## src/rtl/sdp_ram_arbiter.sv

```systemverilog
// rtl/sdp_ram_arbiter.sv - round-robin/fixed arbiter sharing one simple dual-port RAM
module sdp_ram_arbiter #(
    parameter int               DATA_WIDTH = 8,
    parameter int               ADDR_WIDTH = 8,
    parameter int               NUM_REQ    = 4,
    parameter int               RD_LATENCY = 1,
    parameter logic [8*11-1:0]  ARB_MODE   = "round_robin",
    localparam int              BYTE_VALID_WIDTH = DATA_WIDTH / 8,
    localparam int              ID_WIDTH   = (NUM_REQ > 2) ? $clog2(NUM_REQ) : 1
) (
    input  logic                                 clk_i,
    input  logic                                 rst_i,
    input  logic [NUM_REQ-1:0]                   wr_valid_i,
    output logic [NUM_REQ-1:0]                   wr_ready_o,
    input  logic [NUM_REQ*ADDR_WIDTH-1:0]        wr_addr_i,
    input  logic [NUM_REQ*DATA_WIDTH-1:0]        wr_data_i,
    input  logic [NUM_REQ*BYTE_VALID_WIDTH-1:0]  wr_byte_valid_i,
    input  logic [NUM_REQ-1:0]                   rd_valid_i,
    output logic [NUM_REQ-1:0]                   rd_ready_o,
    input  logic [NUM_REQ*ADDR_WIDTH-1:0]        rd_addr_i,
    output logic                                 rsp_valid_o,
    output logic [ID_WIDTH-1:0]                  rsp_id_o,
    output logic [DATA_WIDTH-1:0]                rsp_data_o,
    output logic                                 ram_wr_en_o,
    output logic [ADDR_WIDTH-1:0]                ram_wr_addr_o,
    output logic [DATA_WIDTH-1:0]                ram_wr_data_o,
    output logic [BYTE_VALID_WIDTH-1:0]          ram_wr_byte_valid_o,
    output logic                                 ram_rd_en_o,
    output logic [ADDR_WIDTH-1:0]                ram_rd_addr_o,
    input  logic [DATA_WIDTH-1:0]                ram_rd_data_i
);

    localparam logic [8*11-1:0] MODE_RR    = "round_robin";
    localparam logic [8*11-1:0] MODE_FIXED = "fixed";
    localparam logic            IS_FIXED   = (ARB_MODE == MODE_FIXED);

    if (RD_LATENCY != 1 && RD_LATENCY != 2) begin : g_bad_latency
        $fatal(1, "sdp_ram_arbiter: RD_LATENCY must be 1 or 2");
    end
    if (ARB_MODE != MODE_RR && ARB_MODE != MODE_FIXED) begin : g_bad_mode
        $fatal(1, "sdp_ram_arbiter: ARB_MODE must be round_robin or fixed");
    end
    if (NUM_REQ < 2 || NUM_REQ > 8 || (DATA_WIDTH % 8) != 0) begin : g_bad_shape
        $fatal(1, "sdp_ram_arbiter: NUM_REQ must be 2..8 and DATA_WIDTH a multiple of 8");
    end

    // Returns {found, index}: first valid at or after the pointer, modulo NUM_REQ.
    function automatic logic [ID_WIDTH:0] f_pick(input logic [NUM_REQ-1:0] v,
                                                 input logic [ID_WIDTH-1:0] p);
        logic [ID_WIDTH:0]   res;
        logic [ID_WIDTH-1:0] idx;
        res = '0;
        for (int k = NUM_REQ - 1; k >= 0; k--) begin
            idx = ID_WIDTH'((int'(p) + k) % NUM_REQ);
            if (v[idx]) res = {1'b1, idx};
        end
        return res;
    endfunction

    logic [ID_WIDTH-1:0]   r_wr_ptr;
    logic [ID_WIDTH-1:0]   r_rd_ptr;
    logic [RD_LATENCY-1:0] r_pipe_vld;
    logic [ID_WIDTH-1:0]   r_pipe_id [RD_LATENCY];

    logic                  w_wr_any;
    logic                  w_rd_any;
    logic [ID_WIDTH-1:0]   w_wr_idx;
    logic [ID_WIDTH-1:0]   w_rd_idx;
    logic                  w_wr_hs;
    logic                  w_rd_hs;

    assign {w_wr_any, w_wr_idx} = f_pick(wr_valid_i, r_wr_ptr);
    assign {w_rd_any, w_rd_idx} = f_pick(rd_valid_i, r_rd_ptr);
    assign w_wr_hs = w_wr_any & ~rst_i;
    assign w_rd_hs = w_rd_any & ~rst_i;

    always_comb begin
        wr_ready_o          = '0;
        rd_ready_o          = '0;
        ram_wr_addr_o       = '0;
        ram_wr_data_o       = '0;
        ram_wr_byte_valid_o = '0;
        ram_rd_addr_o       = '0;
        for (int i = 0; i < NUM_REQ; i++) begin
            if (w_wr_any && w_wr_idx == ID_WIDTH'(i)) begin
                wr_ready_o[i]       = ~rst_i;
                ram_wr_addr_o       = wr_addr_i[i*ADDR_WIDTH +: ADDR_WIDTH];
                ram_wr_data_o       = wr_data_i[i*DATA_WIDTH +: DATA_WIDTH];
                ram_wr_byte_valid_o = wr_byte_valid_i[i*BYTE_VALID_WIDTH +: BYTE_VALID_WIDTH];
            end
            if (w_rd_any && w_rd_idx == ID_WIDTH'(i)) begin
                rd_ready_o[i] = ~rst_i;
                ram_rd_addr_o = rd_addr_i[i*ADDR_WIDTH +: ADDR_WIDTH];
            end
        end
    end

    assign ram_wr_en_o = w_wr_hs;
    // Stage valids keep the RAM output register advancing while reads drain.
    assign ram_rd_en_o = w_rd_hs | (|r_pipe_vld);
    assign rsp_valid_o = r_pipe_vld[RD_LATENCY-1];
    assign rsp_id_o    = r_pipe_id[RD_LATENCY-1];
    assign rsp_data_o  = ram_rd_data_i;

    always_ff @(posedge clk_i or posedge rst_i) begin
        if (rst_i) begin
            r_wr_ptr   <= '0;
            r_rd_ptr   <= '0;
            r_pipe_vld <= '0;
            for (int k = 0; k < RD_LATENCY; k++) r_pipe_id[k] <= '0;
        end else begin
            r_pipe_vld[0] <= w_rd_hs;
            r_pipe_id[0]  <= w_rd_idx;
            for (int k = 1; k < RD_LATENCY; k++) begin
                r_pipe_vld[k] <= r_pipe_vld[k-1];
                r_pipe_id[k]  <= r_pipe_id[k-1];
            end
            if (!IS_FIXED) begin
                if (w_wr_hs)
                    r_wr_ptr <= (w_wr_idx == ID_WIDTH'(NUM_REQ - 1)) ? '0 : w_wr_idx + 1'b1;
                if (w_rd_hs)
                    r_rd_ptr <= (w_rd_idx == ID_WIDTH'(NUM_REQ - 1)) ? '0 : w_rd_idx + 1'b1;
            end
        end
    end

endmodule

```

## config.mk

```make
export PLATFORM = sky130hd
export DESIGN_NAME = sdp_ram_arbiter
export DESIGN_NICKNAME = d
export VERILOG_FILES = /design/src/rtl/sdp_ram_arbiter.sv
export SDC_FILE = /design/constraint.sdc
export NUM_CORES = 1
export LEC_CHECK = 0
export ABC_AREA = 1
export ABC_CLOCK_PERIOD_IN_PS = 8200
export CORE_MARGIN = 5
export CORE_UTILIZATION = 39
export DETAILED_ROUTE_END_ITERATION = 7
export GPL_TIMING_DRIVEN = 0
export PLACE_DENSITY = 0.85
export SLEW_MARGIN = 20
export SYNTH_ARGS = -nofsm -noshare
export SYNTH_HDL_FRONTEND = slang
export SYNTH_SLANG_ARGS = --single-unit
```

## constraint.sdc

```tcl
create_clock -name clk_i -period 8.2 [get_ports clk_i]
set_clock_uncertainty 0.2 [all_clocks]
set_input_delay 2.05 -clock clk_i [delete_from_list [all_inputs] [get_ports clk_i]]
set_output_delay 2.05 -clock clk_i [all_outputs]
set_load 0.005 [all_outputs]
```

==> metrics.txt <==
# TYPE chip_impl_metric gauge
chip_impl_info{name="status",value="finished clean"} 1
chip_impl_metric{name="synth_cell_types",unit=""} 23
chip_impl_metric{name="grt_pass1_vias",unit=""} 3029
chip_impl_metric{name="postSynthRegisterBits",unit=""} 7
chip_impl_metric{name="diodes",unit=""} 0
chip_impl_metric{name="final-max-slew-violation-count",unit=""} 0
chip_impl_metric{name="via_per_inst",unit=""} 4.75
chip_impl_metric{name="synth-async-reset-ratio",unit="%"} 100
chip_impl_metric{name="yosysWarnings",unit=""} 0
chip_impl_metric{name="mean_instance_size_in_the_synthesized_netlist",unit="sq um"} 4.88
chip_impl_metric{name="hold_viol",unit=""} 0
chip_impl_metric{name="drt-pass1-iter-count",unit=""} 4
chip_impl_metric{name="drt-total-wl",unit="mm"} 8.60
chip_impl_metric{name="max_slew_margin",unit="%"} 62.9
chip_impl_metric{name="clk_path_buf_depth",unit=""} 2
chip_impl_metric{name="synthesis.area",unit="sq mm"} 0.00233
chip_impl_metric{name="setup_viol_count_final",unit=""} 0
chip_impl_metric{name="critPathBufInv",unit=""} 6
chip_impl_info{name="crit_end_category",value="primary output"} 1
chip_impl_metric{name="detailroute.via_count",unit=""} 3375
chip_impl_info{name="critPathTopFamily",value="buffers and inverters"} 1
chip_impl_info{name="hold_path_class",value="reg2reg"} 1
chip_impl_metric{name="rr_worst_depth",unit=""} 14
chip_impl_metric{name="highest_clock_rate",unit="GHz"} 0.132
chip_impl_info{name="r2r-end",value="r_rd_ptr[1]$_DFFE_PP0P_"} 1
chip_impl_info{name="synth.area.top_cells",value="nand2_1, nand3_1, inv_1"} 1
chip_impl_metric{name="groute.usage.overall",unit="%"} 21.3
chip_impl_metric{name="syn_inst",unit=""} 477
chip_impl_metric{name="cts_resized",unit=""} 0
chip_impl_metric{name="die_width",unit="um"} 87.3
chip_impl_metric{name="seq_area_frac_synth",unit="%"} 7.53
chip_impl_info{name="startpoint_type",value="input port"} 1
chip_impl_metric{name="hold_path_depth",unit=""} 2
chip_impl_metric{name="timing.critical_path.fanout_max",unit=""} 10
chip_impl_metric{name="totalNegativeSetupSlack",unit="ns"} 0
chip_impl_metric{name="required",unit="ns"} 5.95
chip_impl_metric{name="synth_enable_flop_cells",unit=""} 0
chip_impl_metric{name="leakagePower",unit="nW"} 2.18
chip_impl_metric{name="synthDominantCellAreaShare",unit="%"} 25.3
chip_impl_metric{name="area_growth_from_synthesis_to_final_layout",unit="%"} 72.6
chip_impl_metric{name="synth_fp_nets",unit=""} 603
chip_impl_metric{name="first_pass_grt_wire_length",unit="mm"} 13.6
chip_impl_metric{name="drive_gt1_share",unit="%"} 5.35
chip_impl_info{name="r2r_start",value="r_rd_ptr[0]$_DFFE_PP0P_"} 1
chip_impl_info{name="cp_cell_sequence",value="clkdlybuf4s50_1 -> inv_1 -> nand2_1 -> nand3_1 -> nand2_1 -> o21bai_1 -> o21ai_0 -> ha_1 -> buf_1 -> buf_1 -> nand3_1 -> nand2_1 -> clkinv_1 -> nand2_1 -> nand2_1 -> clkdlybuf4s50_1"} 1
chip_impl_info{name="synth_top_cell_by_area",value="nand2_1"} 1
chip_impl_metric{name="antenna_left",unit=""} 0
chip_impl_metric{name="final.period_utilization",unit="%"} 92.1
chip_impl_info{name="ctsRootBufferMaster",value="clkbuf_8"} 1
chip_impl_metric{name="final_nets",unit=""} 763
chip_impl_metric{name="r2r_slack",unit="ns"} 5.73
chip_impl_info{name="min_from",value="r_wr_ptr[1]$_DFFE_PP0P_"} 1
chip_impl_metric{name="drc_errors",unit=""} 0
chip_impl_metric{name="placed_cell_area",unit="sq mm"} 0.00397
chip_impl_info{name="synth.most_common_cell",value="nand2_1"} 1
chip_impl_metric{name="overall_power_of_the_completed_layout",unit="W"} 0.00225
chip_impl_metric{name="cts.hold.buffers_added",unit=""} 0
chip_impl_metric{name="gp_congestion",unit=""} 0.875
chip_impl_metric{name="ioPinCount",unit=""} 164
chip_impl_info{name="hold-path-endpoint",value="r_wr_ptr[1]$_DFFE_PP0P_"} 1
chip_impl_metric{name="die_height",unit="um"} 87.3
chip_impl_metric{name="grt_max_degree",unit=""} 11
chip_impl_metric{name="clk-insertion-delay-late",unit="ns"} 0.22
chip_impl_metric{name="drv_cap",unit=""} 0
chip_impl_metric{name="arrival",unit="ns"} 5.30
chip_impl_metric{name="detailedRoute.firstIterationViolations",unit=""} 126
chip_impl_info{name="critical_path.slowest_cell",value="clkdlybuf4s50_1"} 1
chip_impl_metric{name="hpwlAfterDp",unit="mm"} 7.43
chip_impl_metric{name="critical_path_s_largest_stage_delay",unit="ns"} 0.46
chip_impl_metric{name="grt_antenna_before_repair",unit=""} 0
chip_impl_metric{name="peakVddDrop",unit="mV"} 0.319
chip_impl_info{name="clock_tree_from_tritoncts",value="built"} 1
chip_impl_metric{name="cts_num_sinks",unit=""} 7
chip_impl_metric{name="power_density",unit="mW/mm^2"} 559
chip_impl_metric{name="floorplan.initialDensity",unit="%"} 39.8
chip_impl_metric{name="io_buffers",unit=""} 155
chip_impl_metric{name="final_area",unit="sq mm"} 0.00402
chip_impl_metric{name="core_region_area",unit="sq mm"} 0.00585
chip_impl_info{name="path_class",value="in2out"} 1
chip_impl_metric{name="wl_per_instance",unit="um"} 12.1
chip_impl_info{name="path_common_cell",value="nand2_1"} 1
chip_impl_metric{name="die-area",unit="sq mm"} 0.00761
chip_impl_metric{name="clock_tree.htree_level_count",unit=""} 1
chip_impl_metric{name="grt_overflow",unit=""} 0
chip_impl_info{name="postSynth.topFlopCell",value="dfrtp_1"} 1
chip_impl_info{name="rsz0062_at_grt",value="no"} 1
chip_impl_metric{name="tritoncts_buffers",unit=""} 3
chip_impl_metric{name="finalCriticalPeriod",unit="ns"} 7.55
chip_impl_info{name="synth_top_cells_by_count",value="nand2_1, nand3_1, inv_1, nor2_1"} 1
chip_impl_metric{name="placementRows",unit=""} 28
chip_impl_metric{name="post-cts-setup-buffers",unit=""} 0
chip_impl_metric{name="clkTransAtPathRegs",unit="ns"} 0.04
chip_impl_metric{name="worst_slew_pin_slew",unit="ns"} 0.556
## how the worst max path moves through the flow
| stage | end | cells after the start | start | slack [ns] |
|---|---|---|---|---|
| after floorplan | ram_wr_addr_o[0] | 14 | wr_valid_i[3] | 2.02 |
| after global placement | ram_wr_data_o[4] | 17 | wr_valid_i[3] | 0.78 |
| after detailed placement | ram_wr_data_o[6] | 16 | wr_valid_i[3] | 0.64 |
| after CTS | ram_wr_data_o[6] | 16 | wr_valid_i[3] | 0.63 |
| after global routing | ram_wr_data_o[6] | 16 | wr_valid_i[3] | 0.40 |
| final | ram_wr_data_o[6] | 16 | wr_valid_i[3] | 0.65 |
## cell usage in the layout (no fill, tap or decap), drive strengths merged, types with 8 or more instances in the layout
cell             n
clkinv          10
buf             24
clkdlybuf4s50  155
nand3          116
nor2            39
nand2          163
inv             86
ha               8
o21ai            8
clkbuf          14
## sequential cells by signal, summed over array words and instances (netlist names)
signal and count:
r_rd_ptr 2, r_wr_ptr 2, rsp_id_o 2, rsp_valid_o 1
## metrics by stage
stage	setup slack [ns]	std cells	hold WS [ns]	util, %
after global placement	0.785	707	0.492	67.9
after CTS	0.629	711	0.535	68.7
final	0.651	711	0.546	68.7
after detailed placement	0.637	707	0.526	67.9
after global routing	0.403	711	0.585	68.7
after floorplan	2.02	477	0.437	-
## where the power goes
part,internal [W],leakage [nW],total [W],switching (W)
Sequential,0.0000530,0.0843,0.0000675,0.0000145
Clock,0.0000336,0.0228,0.0000475,0.0000139
Combinational,0.000992,2.07,0.00213,0.00114
## cells by family after synthesis
| family | synth area share (%) |
|---|---|
| adders and majority gates | 4.30 |
| AOI/OAI and AO/OA | 3.12 |
| buffers and inverters | 24.6 |
| and+or+nand+nor | 60.5 |
| DFF | 7.53 |
## worst reg2reg max path, cell delays in order (launching register included)
cell and delay, ns:
dfrtp_1 0.37, buf_6 0.13, inv_1 0.17, nand2_1 0.07, nand2_1 0.08, nand2_1 0.08
nand2_1 0.11, inv_1 0.05, nand2_1 0.05, nand2_1 0.06, o21ai_0 0.37, inv_1 0.15
ha_1 0.32, nand2_1 0.06, o21ai_0 0.07
## cell type report
| type | count | area [sq um] |
|---|---|---|
| Timing Repair Buffer | 155 | 1550 |
| Sequential cell | 7 | 175 |
| Buffer | 34 | 209 |
| Inverter | 96 | 363 |
| Multi-Input combinational cell | 340 | 1580 |
| Clock buffer | 4 | 45.0 |
| Tap cell | 75 | 93.8 |
| Fill cell | 546 | 1830 |
## per-layer routing
layer | global-route usage, % | part of all wire (%) | vias up
li1 | - | - | 1755
met1 | 26.2 | 41 | 1448
met2 | 38.4 | 49 | 156
met3 | 3.60 | 8.8 | 16
met4 | 5.02 | 1.9 | 0
met5 | 0 | 0 | -
Power figures use the tool's default switching activity.
